File: config.mk
export PLATFORM = sky130hd
export DESIGN_NAME = ex_mem_stage
export DESIGN_NICKNAME = d
export VERILOG_FILES = /design/src/rtl/ex_mem_stage.sv
export SDC_FILE = /design/constraint.sdc
export NUM_CORES = 1
export LEC_CHECK = 0
export BUFFER_PORTS_ARGS = -buffer_cell sky130_fd_sc_hd__clkbuf_2
export CAP_MARGIN = 20
export CORE_AREA = 5 5 193 195
export DETAILED_ROUTE_END_ITERATION = 12
export DIE_AREA = 0 0 198 200
export SETUP_SLACK_MARGIN = 0.3
export SKIP_LAST_GASP = 1
export SYNTH_ARGS = -nofsm -noshare
export SYNTH_HDL_FRONTEND = slang
export SYNTH_SLANG_ARGS = --single-unit
File: constraint.sdc
create_clock -name clk -period 23.1 [get_ports clk]
set_clock_uncertainty 0.1 [all_clocks]
set_input_delay 4.62 -clock clk [delete_from_list [all_inputs] [get_ports clk]]
set_output_delay 4.62 -clock clk [all_outputs]
set_load 0.005 [all_outputs]
File: src/rtl/ex_mem_stage.sv
// rtl/ex_mem_stage.sv - EX/MEM pipeline register with stall/bubble/flush, MADD feedback and bubble counter
// All outputs are registered; flush > bubble > hold > advance.
module ex_mem_stage #(
  parameter int DW      = 32,
  parameter int AW      = 5,
  parameter int OPW     = 8,
  parameter int STALL_W = 6,
  parameter int STAGE   = 3,
  parameter int CW      = 16
) (
  input  logic               clk,
  input  logic               rst,
  input  logic [STALL_W-1:0] stall,
  input  logic               flush,
  input  logic               ex_valid,
  input  logic [AW-1:0]      ex_wd,
  input  logic               ex_wreg,
  input  logic [DW-1:0]      ex_wdata,
  input  logic [DW-1:0]      ex_hi,
  input  logic [DW-1:0]      ex_lo,
  input  logic               ex_whilo,
  input  logic [OPW-1:0]     ex_aluop,
  input  logic [DW-1:0]      ex_mem_addr,
  input  logic [DW-1:0]      ex_reg2,
  input  logic [2*DW-1:0]    hilo_i,
  input  logic [1:0]         cnt_i,
  output logic               mem_valid,
  output logic [AW-1:0]      mem_wd,
  output logic               mem_wreg,
  output logic [DW-1:0]      mem_wdata,
  output logic [DW-1:0]      mem_hi,
  output logic [DW-1:0]      mem_lo,
  output logic               mem_whilo,
  output logic [OPW-1:0]     mem_aluop,
  output logic [DW-1:0]      mem_mem_addr,
  output logic [DW-1:0]      mem_reg2,
  output logic [2*DW-1:0]    hilo_o,
  output logic [1:0]         cnt_o,
  output logic [CW-1:0]      bubble_cnt
);

  localparam logic [AW-1:0]  NOP_REG_ADDR  = '0;
  localparam logic [OPW-1:0] EXE_NOP_OP    = '0;
  localparam logic           WRITE_DISABLE = 1'b0;

  logic w_ex_stall;
  logic w_mem_stall;
  logic w_cnt_max;

  assign w_ex_stall  = stall[STAGE];
  assign w_mem_stall = stall[STAGE+1];
  assign w_cnt_max   = &bubble_cnt;

  always_ff @(posedge clk or posedge rst) begin
    if (rst) begin
      mem_valid    <= 1'b0;
      mem_wd       <= NOP_REG_ADDR;
      mem_wreg     <= WRITE_DISABLE;
      mem_wdata    <= '0;
      mem_hi       <= '0;
      mem_lo       <= '0;
      mem_whilo    <= WRITE_DISABLE;
      mem_aluop    <= EXE_NOP_OP;
      mem_mem_addr <= '0;
      mem_reg2     <= '0;
      hilo_o       <= '0;
      cnt_o        <= '0;
      bubble_cnt   <= '0;
    end else if (flush) begin
      // bubble_cnt is a performance counter and survives flushes
      mem_valid    <= 1'b0;
      mem_wd       <= NOP_REG_ADDR;
      mem_wreg     <= WRITE_DISABLE;
      mem_wdata    <= '0;
      mem_hi       <= '0;
      mem_lo       <= '0;
      mem_whilo    <= WRITE_DISABLE;
      mem_aluop    <= EXE_NOP_OP;
      mem_mem_addr <= '0;
      mem_reg2     <= '0;
      hilo_o       <= '0;
      cnt_o        <= '0;
    end else if (w_ex_stall && !w_mem_stall) begin
      mem_valid    <= 1'b0;
      mem_wd       <= NOP_REG_ADDR;
      mem_wreg     <= WRITE_DISABLE;
      mem_wdata    <= '0;
      mem_hi       <= '0;
      mem_lo       <= '0;
      mem_whilo    <= WRITE_DISABLE;
      mem_aluop    <= EXE_NOP_OP;
      mem_mem_addr <= '0;
      mem_reg2     <= '0;
      hilo_o       <= hilo_i;
      cnt_o        <= cnt_i;
      if (!w_cnt_max) begin
        bubble_cnt <= bubble_cnt + 1'b1;
      end
    end else if (!w_ex_stall) begin
      // an illegal EX-run/MEM-stall pattern also lands here and advances
      mem_valid    <= ex_valid;
      mem_wd       <= ex_wd;
      mem_wreg     <= ex_wreg;
      mem_wdata    <= ex_wdata;
      mem_hi       <= ex_hi;
      mem_lo       <= ex_lo;
      mem_whilo    <= ex_whilo;
      mem_aluop    <= ex_aluop;
      mem_mem_addr <= ex_mem_addr;
      mem_reg2     <= ex_reg2;
      hilo_o       <= '0;
      cnt_o        <= '0;
    end
  end

endmodule

Word-level counts from Yosys, hierarchy flattened:

Cells that the tools add are included.

* register bits: 258

* add/sub/neg operators: 1
* eq/ne operators: 1
* reductions and logical operators: 4
* muxes and demuxes: 36
* bitwise gates (word level): 2

Operator list (count)
* $mux W32: 15
* $mux W64: 3
* $mux W8: 3
* $add A16 B1 Y16 const B: 1
* $reduce_and A16 Y1: 1
* $mux W5: 3
* $mux W1: 9
* $mux W2: 3
* $ne A3 B1 Y1 const B: 1
* $reduce_and A3 Y1: 1
* $not A1 Y1: 2
* $logic_and A1 B1 Y1: 1
* $logic_not A1 Y1: 1

Depth between registers and ports, before layout:

* depth in word-level cells: 4
* gate-level depth with buffers: 5

Worst setup path before layout:

Ideal clock, no wire load.

* path kind: input-to-reg
* start point: input flush
* end point: register bubble_cnt[1]
* arrival time: 5675 ps
* slack: 17200 ps
* stages on the path: 4
* path through: or3b_1 -> buf_2 -> nor2_1 -> mux2_2

* word-level cells in the longest chain between the ends: 2

RTL lines
* from (decl): RTL line 14 `input logic flush,`
* $not A1 Y1 (no line)
* $reduce_and A3 Y1 (no line)
* to (signal assigned): RTL line 97 `bubble_cnt <= bubble_cnt + 1'b1;`
* to (decl): RTL line 39 `output logic [CW-1:0] bubble_cnt`

No other way between the ends.
A chain may end at the register's enable or synchronous reset.

Final worst setup path:

* start point: input flush
* end point: register mem_hi[4]

* word-level cells in the longest chain between the ends: 1

RTL lines
* $ne A3 B1 Y1 (no line) or $mux W32 (tied branches)
* to (signal assigned): RTL line 105 `mem_hi <= ex_hi;`
* to (decl): RTL line 31 `output logic [DW-1:0] mem_hi,`

Several ways; a longest one is shown, not always the timed one.

==> results_dict.tcl <==
set metrics [dict create \
    grt_pass1_wl_um 43600 \
    die_h_um 200 \
    gp_congestion 0.760 \
    synth_nets 866 \
    drive_above_1_share_pct 50.3 \
    worst_pin_slew_ns 1.11 \
    globalRouteOverflowTotal 0 \
    cts_buffers 28 \
    ys_ff_latch 258 \
    r2r-end "bubble_cnt[1]" \
    portBuffers 504 \
    pre_cts_slack_ns 15.90 \
    regArea_mm2 0.00646 \
    setup_viol 0 \
    wl_um 29000 \
    rows 69 \
    power_density_mw_per_mm2 80.7 \
    vdd_drop_max_uv 48.5 \
    clock-root-buffer "clkbuf_16" \
    antenna_found_initial 0 \
    maxCapViolations 0 \
    hold_buffers 0 \
    hold_end "hilo_o[8]" \
    first_pass_iters 4 \
    first_iter_violations 242 \
    cp_data_arrival_time_ns 7.02 \
    cts_sinks 258 \
    required_ns 23.47 \
    critPathTopFamily "buffers and inverters" \
    avgRoutedWirePerCell_um 18.3 \
    ant_nets 0 \
    fin_crit_sh_pct 28.8 \
    cp-end-kind "register" \
    final_area_mm2 0.0132 \
    startpoint "flush" \
    cts_setup_buffers 0 \
    r2r_start "bubble_cnt[0]" \
    grt_max_degree 177 \
    clk-insertion-delay-late_ns 0.53 \
    antenna_cells 0 \
    hold_depth 1 \
    rsz0062_at_grt "no" \
    fmax_mhz 150 \
    hold_viol_final 0 \
    synth-seq-area-share_pct 70.0 \
    synth.largest_area_cell "dfrtp_1" \
    min_path_type "register to register" \
    outcome "finished clean" \
    rrSetupSlack_ns 21.17 \
    grt.total_usage_pct 13.6 \
    leakagePower_uw 0.00726 \
    critPathKind "input port to register" \
    min_period_ns 6.65 \
    synth_top_area_share_pct 70.0 \
    hold_start "hilo_o[8]" \
    reg2reg_depth 5 \
    io_pins 509 \
    fp.dieW_um 198 \
    tns_ns 0 \
    multi_input_area_mm2 0.00254 \
    worst_slack_ns 16.45 \
    slowest_stage "and3b_4" \
    synth_area_leaders "dfrtp_1 (70%), a22o_1 (23%), buf_2 (1.3%)" \
    cts_max_level 1 \
    synth_common_cells "dfrtp_1 (258), a22o_1 (242), clkbuf_1 (26)" \
    max_slew_margin_pct 26.1 \
    crit_buf_inv 2 \
    finalPower_uw 1060 \
    yosysMostFrequentCell "dfrtp_1" \
    place_hpwl_um 20700 \
    syn_avg_cell_area_um2 15.0 \
    nets 1353 \
    vias 7266 \
    start_util_pct 26.2 \
    grt_pass1_vias 7653 \
    critPathMaxFanout 100 \
    netlist_area_mm2 0.00922 \
    yosysUniqueCellTypes 27 \
    synthCells 614 \
    drv_slew 0 \
    die_area_mm2 0.0396 \
    dpl-instance-area_mm2 0.0122 \
    cts_tree "yes" \
    syn2layout_area_growth_pct 43.1 \
    startpoint_type "input port" \
    async_flop_share_pct 100 \
    fillCellCount 3481 \
    clk_pin_slew_worst_paths_ns 0.06 \
    core-area_mm2 0.0352 \
    crit_path_max_incr_delay_ns 0.94 \
    drc 0 \
    crit_chain "clkbuf_2, and3b_4, buf_4, a22o_1" \
    synth_edf_count 0 \
    vias_per_cell 4.59 \
    cts.path.max_buffers 3 \
    ctsResizeCount 0 \
    ys_warn_count 0 \
    synth_top_flop_cell "dfrtp_1" \
]
==> layout make-up <==
| cell class | count | share of cell area [%] |
|---|---|---|
| Sequential cell | 258 | 48.9 |
| Multi-Input combinational cell | 300 | 19.3 |
| Tap cell | 461 | 4.37 |
| Clock buffer | 44 | 6.69 |
| Timing Repair Buffer | 511 | 19.6 |
| Inverter | 2 | 0.114 |
| Clock inverter | 8 | 1.01 |
==> state kept, by name (all words and copies together) (netlist names) <==
name / flops
mem_aluop: 8
bubble_cnt: 16
mem_hi: 32
mem_reg2: 32
mem_valid: 1
mem_wreg: 1
mem_whilo: 1
mem_lo: 32
hilo_o: 64
mem_mem_addr: 32
mem_wd: 5
mem_wdata: 32
cnt_o: 2
==> per-layer routing <==
layer / track usage (%) / vias up / part of all wire, %
met1: 17.6 / 3561 / 41
met3: 3.41 / 44 / 8.4
met4: 3.60 / 0 / 2.1
met5: 0 / - / 0
met2: 22.8 / 314 / 49
li1: - / 3347 / -
==> power breakdown <==
group	total, uW	switching, uW	internal, uW	leakage (uW)
Clock	476	180	296	0.000501
Sequential	492	17.0	475	0.00347
Combinational	97.3	50.0	47.3	0.00329
==> worst register-to-register path: stages (launching register included) <==
cell and delay, ns:
dfrtp_1 0.44, ha_1 0.25, and3_1 0.23, and4_1 0.22
nor2_1 0.22, mux2_2 0.37
==> logic make-up after synthesis <==
kind of cell / after synthesis / share of synthesized area [%]
mux: 1 / 0.122
compound gates: 247 / 23.3
xor+xnor: 12 / 1.14
fa+ha+maj: 1 / 0.136
flops: 258 / 70.0
simple gates: 39 / 2.70
buf+inv: 56 / 2.60
==> worst max path at each step <==
stage	to	slack [ns]	depth (start not counted)
floorplan	bubble_cnt[0]	11.28	1
global placement	mem_wdata[1]	15.95	4
detailed placement	mem_wdata[13]	15.90	4
CTS	mem_wdata[20]	16.49	4
global route	mem_hi[23]	16.30	4
finish	mem_hi[4]	16.45	4
==> per-stage QoR <==
step,util [%],cells,hold slack [ns]
floorplan,-,614,0.381
global placement,34.6,1532,0.387
detailed placement,34.6,1532,0.390
CTS,37.5,1584,0.407
global route,37.5,1584,0.414
finish,37.5,1584,0.401
==> cell usage in the layout, fill, tap and decap left out, drive strengths merged, types with 2 or more instances in the layout <==
master and count:
clkbuf 548, dfrtp 258, a22o 242, xnor2 9, nand3 8, buf 7, nand4 6, nor2 5
nand2 4, and4 4, nor3 4, clkinv 4, and3 3, xor2 3, bufinv 3, inv 3
a21oi 2
Note: power is estimated with default switching activity, not from simulation.
